`src/rtl/box_lock_ctrl.sv`:
```
// rtl/box_lock_ctrl.sv - timed open/alarm/lockout controller driven by debounced key pulses
module box_lock_ctrl #(
    parameter logic [3:0] SECRET       = 4'b0111,
    parameter int         OPEN_CYCLES  = 24,
    parameter int         ALARM_CYCLES = 12,
    parameter int         LOCK_CYCLES  = 48,
    parameter int         MAX_FAIL     = 3,
    parameter int         CNT_W        = 18
) (
    input  logic       clk,
    input  logic       rst,
    input  logic [3:0] code,
    input  logic       key_pulse,
    output logic       led1,
    output logic       led2,
    output logic       locked,
    output logic [2:0] fail_cnt,
    output logic       busy
);

    typedef enum logic [1:0] {
        S_IDLE  = 2'd0,
        S_OPEN  = 2'd1,
        S_ALARM = 2'd2,
        S_LOCK  = 2'd3
    } state_t;

    localparam logic [CNT_W-1:0] OPEN_LOAD  = CNT_W'(OPEN_CYCLES - 1);
    localparam logic [CNT_W-1:0] ALARM_LOAD = CNT_W'(ALARM_CYCLES - 1);
    localparam logic [CNT_W-1:0] LOCK_LOAD  = CNT_W'(LOCK_CYCLES - 1);
    localparam logic [3:0]       FAIL_LIMIT = 4'(MAX_FAIL);

    state_t           state_q, state_d;
    logic [CNT_W-1:0] timer_q, timer_d;
    logic [2:0]       fail_q, fail_d;
    logic [3:0]       fail_inc;

    // One extra bit so the compare against MAX_FAIL cannot overflow at 7.
    assign fail_inc = {1'b0, fail_q} + 4'd1;

    always_comb begin
        state_d = state_q;
        timer_d = timer_q;
        fail_d  = fail_q;
        case (state_q)
            S_IDLE: begin
                if (key_pulse) begin
                    if (code == SECRET) begin
                        state_d = S_OPEN;
                        timer_d = OPEN_LOAD;
                        fail_d  = 3'd0;
                    end else if (fail_inc < FAIL_LIMIT) begin
                        state_d = S_ALARM;
                        timer_d = ALARM_LOAD;
                        fail_d  = fail_inc[2:0];
                    end else begin
                        state_d = S_LOCK;
                        timer_d = LOCK_LOAD;
                        fail_d  = FAIL_LIMIT[2:0];
                    end
                end
            end
            default: begin
                // Timed states ignore key_pulse entirely, including on the exit edge.
                if (timer_q == '0) begin
                    state_d = S_IDLE;
                    if (state_q == S_LOCK) begin
                        fail_d = 3'd0;
                    end
                end else begin
                    timer_d = timer_q - CNT_W'(1);
                end
            end
        endcase
    end

    // Outputs are decoded from the next state so they move on the same edge as the state.
    always_ff @(posedge clk) begin
        if (rst) begin
            state_q <= S_IDLE;
            timer_q <= '0;
            fail_q  <= 3'd0;
            led1    <= 1'b1;
            led2    <= 1'b1;
            locked  <= 1'b0;
            busy    <= 1'b0;
        end else begin
            state_q <= state_d;
            timer_q <= timer_d;
            fail_q  <= fail_d;
            led1    <= (state_d != S_OPEN);
            led2    <= !((state_d == S_ALARM) || (state_d == S_LOCK));
            locked  <= (state_d == S_LOCK);
            busy    <= (state_d != S_IDLE);
        end
    end

    assign fail_cnt = fail_q;

endmodule

```
`config.mk`:
```
export PLATFORM = sky130hd
export DESIGN_NAME = box_lock_ctrl
export DESIGN_NICKNAME = d
export VERILOG_FILES = /design/src/rtl/box_lock_ctrl.sv
export SDC_FILE = /design/constraint.sdc
export NUM_CORES = 1
export LEC_CHECK = 0
export BUFFER_PORTS_ARGS = -buffer_cell sky130_fd_sc_hd__buf_4
export CORE_ASPECT_RATIO = 0.9
export CORE_MARGIN = 4
export CORE_UTILIZATION = 35
export CTS_CLUSTER_SIZE = 16
export DETAILED_ROUTE_END_ITERATION = 6
export PLACE_DENSITY_LB_ADDON = 0.12
export SYNTH_ARGS = -nofsm -noshare
export SYNTH_HDL_FRONTEND = slang
export SYNTH_SLANG_ARGS = --single-unit
```
`constraint.sdc`:
```
create_clock -name clk -period 5.8 [get_ports clk]
set_clock_uncertainty 0.05 [all_clocks]
set_input_delay 0 -clock clk [delete_from_list [all_inputs] [get_ports clk]]
set_output_delay 0 -clock clk [all_outputs]
set_load 0.005 [all_outputs]
```
==> results of run 1 <==
==> how the worst max path moves through the flow <==
stage	startpoint	end	slack, ps	cells past startpoint
floorplan	timer_q[13]$_SDFFE_PP0P_	fail_cnt[0]$_SDFFE_PP0P_	3460	6
global placement	timer_q[13]$_SDFFE_PP0P_	timer_q[5]$_SDFFE_PP0P_	3360	5
detailed placement	timer_q[13]$_SDFFE_PP0P_	timer_q[5]$_SDFFE_PP0P_	3340	5
CTS	timer_q[13]$_SDFFE_PP0P_	timer_q[5]$_SDFFE_PP0P_	3310	5
global route	state_q[1]$_SDFF_PP0_	timer_q[11]$_SDFFE_PP0P_	3110	6
finish	timer_q[13]$_SDFFE_PP0P_	timer_q[5]$_SDFFE_PP0P_	3270	5
==> worst register-to-register path: stages, from the launching register on <==
cell,delay [ps]
dfxtp_1,360
or4_4,560
or4_1,520
o21ai_0,610
nor2_1,90
a32o_1,230
==> layer usage <==
layer / GRT usage, % / part of all wire, % / vias up
met4: 2.667 / 0.65 / 0
li1: - / - / 657
met5: 0 / 0 / -
met3: 3.084 / 3.1 / 2
met2: 19.78 / 44 / 17
met1: 18.62 / 52 / 592
==> final cells by class <==
type	count	area (µm²)
Clock buffer	3	41.29
Clock inverter	1	7.507
Multi-Input combinational cell	127	817.0
Tap cell	46	57.56
Timing Repair Buffer	15	115.1
Inverter	9	33.78
Fill cell	383	2197
Sequential cell	27	540.5
==> sequential cells by signal, summed over array words and instances (netlist names) <==
register and count:
timer_q 18, fail_cnt 3, state_q 2, busy 1, led1 1, led2 1
locked 1
==> cells in the final DEF (no fill, tap or decap), drive strengths merged, types with 2 or more instances in the layout <==
cell type,instances
a21o,2
a21oi,10
and2,3
buf,14
clkbuf,3
dfxtp,27
ha,5
inv,9
mux2i,2
nand2,11
nand2b,2
nand3,5
nand4,2
nor2,17
nor3,5
nor4,5
o211ai,2
o21a,4
o21ai,7
o311ai,2
o31ai,2
o41ai,3
or2,3
or3,9
or4,3
xnor2,4
xor2,2
==> kinds of logic after synthesis <==
| group | share of synthesized area [%] |
|---|---|
| mux | 1.415 |
| compound gates | 21.04 |
| xor+xnor | 3.713 |
| buf+inv | 4.066 |
| fa+ha+maj | 4.421 |
| flops | 38.20 |
| simple gates | 27.14 |
==> where the power goes <==
group / leakage, µW / switching (µW) / internal, µW
Sequential: 0.000221 / 19.2 / 205
Combinational: 0.000386 / 94.8 / 67.6
Clock: 0.0000217 / 60.8 / 48.8
Total: 0.000628 / 175 / 322
==> through the flow <==
stage	cell area, µm²	util, %
global route	1613	42.33
floorplan	1415	-
finish	1613	42.33
global placement	1554	40.79
detailed placement	1554	40.79
CTS	1613	42.33
==> impl_metrics.tcl, run 1 <==
set metrics [dict create \
    syn2layout_area_growth_pct 13.97 \
    start_kind "flip-flop" \
    vias 1268 \
    grt_pass1_vias 1137 \
    rsz0062_at_grt "false" \
    grt_first_pass_wirelength_um 5188 \
    slew_viol_final 0 \
    synth-seq-area-share_pct 38.20 \
    cts.sinks 27 \
    h-tree-depth 1 \
    finalCriticalPeriod_ps 2534 \
    ys_ff_latch 27 \
    synth-edff-count 0 \
    yosysMostFrequentCell "dfxtp_1" \
    cts_root_buf "clkbuf_8" \
    syn_inst 169 \
    stdcell_count 228 \
    p_total_uw 496.7 \
    clock_path_buffers 2 \
    r2r_end "timer_q[5]$_SDFFE_PP0P_" \
    power.density_nw_per_um2 308.0 \
    n_antenna_cell 0 \
    setup_slack_ps 3266 \
    fin_setup_tns_ps 0 \
    remaining_drc_errors 0 \
    clock_latency_ps 280 \
    tightest_slew_ps 695.7 \
    cts_resized 0 \
    r2r.worst_path.cells 5 \
    port_buffers 13 \
    cts_setup_buffers 0 \
    arrival_ps 2650 \
    cp-end-kind "flip-flop" \
    cp_slowest_stage_delay_ps 610 \
    synth_common_cells "dfxtp_1 (27), nor2_1 (17), nand2_1 (11)" \
    worst-path-buf-inv 0 \
    cpLargestDelayFamily "simple AND/OR/NAND/NOR gates" \
    hold_class "input port to flip-flop" \
    drtPass1Iterations 4 \
    outcome "complete, no violations" \
    r2r_slack_ps 3270 \
    slew_headroom_pct 53.13 \
    ir_drop_mv 0.1647 \
    clkTransAtPathRegs_ps 100 \
    postCtsHoldBufs 1 \
    initial_core_util_pct 37.14 \
    crit_chain "or4_4 -> or4_1 -> o21ai_0 -> nor2_1 -> a32o_1" \
    grt_use_total_pct 13.01 \
    hold_ws_ps 149.8 \
    vias_per_cell 5.561 \
    routed_wl_um 3095 \
    dieWidth_um 75.03 \
    leakage_uw 0.0006280 \
    min_to "busy$_SDFF_PP0_" \
    ant_nets 0 \
    cp_slowest_cell "o21ai_0" \
    yosys.area.top_type_share_pct 38.20 \
    dieHeight_um 68.33 \
    drt-initial-drc-count 77 \
    dp_hpwl_um 2411 \
    drive_above_1_share_pct 13.19 \
    synthesis.area_um2 1415 \
    min-delay-start "key_pulse" \
    avgSynthCellArea_um2 8.373 \
    dp_slack_ps 3344 \
    antenna_found_initial 0 \
    worstHoldPathCells 3 \
    placedCellCount 223 \
    synth.distinct_cells 48 \
    timing.rr.start "timer_q[13]$_SDFFE_PP0P_" \
    syn_nets 181 \
    async_flop_share_pct 0 \
    core_um2 3810 \
    synth_largest_area_cell "dfxtp_1" \
    cts_made_buffers 3 \
    synth_flop_cell "dfxtp_1" \
    cts_tree "done" \
    max_cap_viol_count 0 \
    worstSetupPathType "flip-flop to flip-flop" \
    worstPathMaxFanout 6 \
    place.gp.congestion 0.8173 \
    gr-total-overflow 0 \
    post_drt_wl_per_cell_um 13.57 \
    ios 14 \
    hold_viol_final 0 \
    crit_required_ps 5920 \
    dieArea_um2 5126 \
    synth_warnings 0 \
    timing.final.crit_share_pct 43.69 \
    grt_max_degree 21 \
    synth_area_leaders "dfxtp_1 (38%), nor2_1 (4.5%), ha_1 (4.4%), a21oi_1 (3.5%), or3_1 (3.5%)" \
    nNetsFinal 195 \
    max_freq_mhz 394.6 \
    rows 21 \
    setup_violations 0 \
]
Power figures use the tool's default switching activity.
==> run 2, diff against run 1 <==
--- a/config.mk
+++ b/config.mk
@@ -5,6 +5,7 @@
 export SDC_FILE = /design/constraint.sdc
 export NUM_CORES = 1
 export LEC_CHECK = 0
+export ABC_AREA = 1
 export BUFFER_PORTS_ARGS = -buffer_cell sky130_fd_sc_hd__buf_4
 export CORE_ASPECT_RATIO = 0.9
 export CORE_MARGIN = 4
==> constraint.sdc (replaced) <==
create_clock -name clk -period 2.3 [get_ports clk]
set_clock_uncertainty 0.05 [all_clocks]
set_input_delay 0 -clock clk [delete_from_list [all_inputs] [get_ports clk]]
set_output_delay 0 -clock clk [all_outputs]
set_load 0.005 [all_outputs]
==> impl_metrics.tcl, run 2 <==
set metrics [dict create \
    largest_reg_flops 18 \
    nNetsFinal 287 \
    fin_setup_tns_ps 0 \
    avgSynthCellArea_um2 6.131 \
    hold_ws_ps 83.71 \
    grt_max_degree 23 \
    drt-initial-drc-count 73 \
    top_register "timer_q" \
    multi_input_area_um2 910.9 \
    cp_slowest_cell "ha_1" \
    slew_viol_final 0 \
    setup_violations 0 \
    crit_required_ps 2420 \
    slew_headroom_pct 69.73 \
    ir_drop_mv 0.5815 \
    dieHeight_um 72.15 \
    worstSetupPathType "flip-flop to flip-flop" \
    cpLargestDelayFamily "simple AND/OR/NAND/NOR gates" \
    initial_core_util_pct 36.11 \
    fin_util_pct 40.66 \
    antenna_found_initial 0 \
    finalCriticalPeriod_ps 1977 \
    highest_layer "met4" \
    worstPathMaxFanout 12 \
    drive_above_1_share_pct 9.124 \
    cts_setup_buffers 0 \
    core_um2 4432 \
    clkTransAtPathRegs_ps 90 \
    max_cap_viol_count 0 \
    drtPass1Iterations 4 \
    clock_path_buffers 2 \
    cts_tree "done" \
    gr-total-overflow 0 \
    cp-end-kind "flip-flop" \
    routed_wl_um 3772 \
    async_flop_share_pct 0 \
    n_antenna_cell 0 \
    vias 1536 \
    synth_largest_area_cell "dfxtp_1" \
    grt_first_pass_wirelength_um 6741 \
    grt_pass1_vias 1429 \
    synthesis.area_um2 1600 \
    worst-path-buf-inv 2 \
    nFillCells 507 \
    final_common_cell "nand2_1" \
    cp_slowest_stage_delay_ps 410 \
    routed-wl-met3_um 165 \
    leakage_uw 0.0008849 \
    setup_slack_ps 323.3 \
    post_drt_wl_per_cell_um 11.23 \
    cts_root_buf "clkbuf_8" \
    ys_ff_latch 27 \
    synth_warnings 0 \
    vias_per_cell 4.571 \
    ant_nets 0 \
    ios 14 \
    dr_wl_met2_um 1593 \
    rsz0062_at_grt "false" \
    synth_flop_cell "dfxtp_1" \
    timing.final.crit_share_pct 85.94 \
    cts.sinks 27 \
    synth.distinct_cells 22 \
    synth-edff-count 0 \
    tightest_slew_ps 453.0 \
    dieWidth_um 79.28 \
    cts_made_buffers 3 \
    outcome "complete, no violations" \
    power.density_nw_per_um2 1421 \
    synth-seq-area-share_pct 33.78 \
    syn_inst 261 \
    remaining_drc_errors 0 \
    dp_slack_ps 292.1 \
    synth_common_cells "nand2_1 (78), nor2_1 (47), inv_1 (30)" \
    max_freq_mhz 505.9 \
    hold_viol_final 0 \
    grt_use_total_pct 14.61 \
    syn2layout_area_growth_pct 12.59 \
    m1WireLength_um 1976 \
    yosysMostFrequentCell "nand2_1" \
    start_kind "flip-flop" \
    regArea_um2 540.5 \
    layout_common_cells "nand2_1 (78), nor2_1 (47), inv_1 (30), nand3_1 (28), dfxtp_1 (27)" \
    crit_chain "inv_1 -> ha_1 -> inv_1 -> nor2_1 -> nand3_1 -> o21ai_0 -> nand2_1 -> o21ai_0 -> nor2_1" \
    arrival_ps 2100 \
    h-tree-depth 1 \
    synth_area_leaders "dfxtp_1 (34%), nand2_1 (18%), nor2_1 (11%), nand3_1 (8.8%), inv_1 (7.0%)" \
    clock_latency_ps 270 \
    place.gp.congestion 0.8278 \
    hold_class "input port to flip-flop" \
    yosys.area.top_type_share_pct 33.78 \
    syn_nets 273 \
    dp_hpwl_um 2831 \
    rows 23 \
    port_buffers 13 \
    dieArea_um2 5720 \
]
==> run 2: cell count changes after synthesis, sizes merged, moves of 5 or more <==
cell   previous run  this run
nand2            11        82
nor2             17        51
nand3             5        28
inv               9        30
or3               9         0
a21oi            10        15
nor4              5         0
==> run 2: cell families (layout without fill, tap and decap cells) <==
family / Yosys count / count (layout) / share of synthesized area, %
AOI/OAI and AO/OA: 27 / 27 / 8.757
xor gates and xnor gates: 2 / 2 / 1.095
adders and majority gates: 5 / 5 / 3.909
buffers and inverters: 36 / 49 / 9.305
DFF: 27 / 27 / 33.78
and+or+nand+nor: 164 / 164 / 43.16
==> run 2: stage by stage <==
step | instances | cell area, µm² | total power [µW]
2_1_floorplan | 261 | 1600 | 1967
3_5_place_dp | 331 | 1747 | 2299
4_1_cts | 336 | 1802 | 2589
6_report | 336 | 1802 | 2561
5_1_grt | 336 | 1802 | 2877
3_3_place_gp | 331 | 1747 | 2295
==> run 2: final cells by class <==
class	instances	share of cell area (%)
inverter	30	6.250
tap	62	4.306
clock buffer	4	2.500
timing repair buffer	15	6.389
multi-input combinational	198	50.56
sequential	27	30.00
==> run 2: final timing paths <==
path | slack (ps) | end | startpoint | cells after the start
worst min-delay path | 80 | led1$_SDFF_PP1_ | key_pulse | 5
worst max-delay path | 320 | timer_q[2]$_SDFFE_PP0P_ | state_q[1]$_SDFF_PP0_ | 9
worst max register to register | 320 | timer_q[2]$_SDFFE_PP0P_ | state_q[1]$_SDFF_PP0_ | 9
worst min register to register | 440 | fail_cnt[2]$_SDFFE_PP0P_ | fail_cnt[2]$_SDFFE_PP0P_ | 2
==> run 2: routing by layer <==
metal	track usage [%]	vias up
met5	0	-
met4	3.435	0
met3	2.854	4
met2	22.24	18
met1	21.31	676
li1	-	838
==> run 2: worst min-delay path: stages <==
cell,delay [ps]
buf_4,100
o21ai_0,70
nand2_1,70
nand2_1,70
nand3_1,70
==> run 2: power breakdown <==
part / total [µW] / leakage, µW / switching (µW) / internal, µW
Combinational: 1550 / 0.000641 / 1010 / 535
Sequential: 743 / 0.000221 / 138 / 605
Clock: 272 / 0.0000228 / 148 / 124
==> run 2: what timing repair did <==
action / 4_1_cts / 5_1_grt
gates resized for setup: 0 / 0
hold buffers: 1 / 0
hold endpoints to repair: 10 / 0
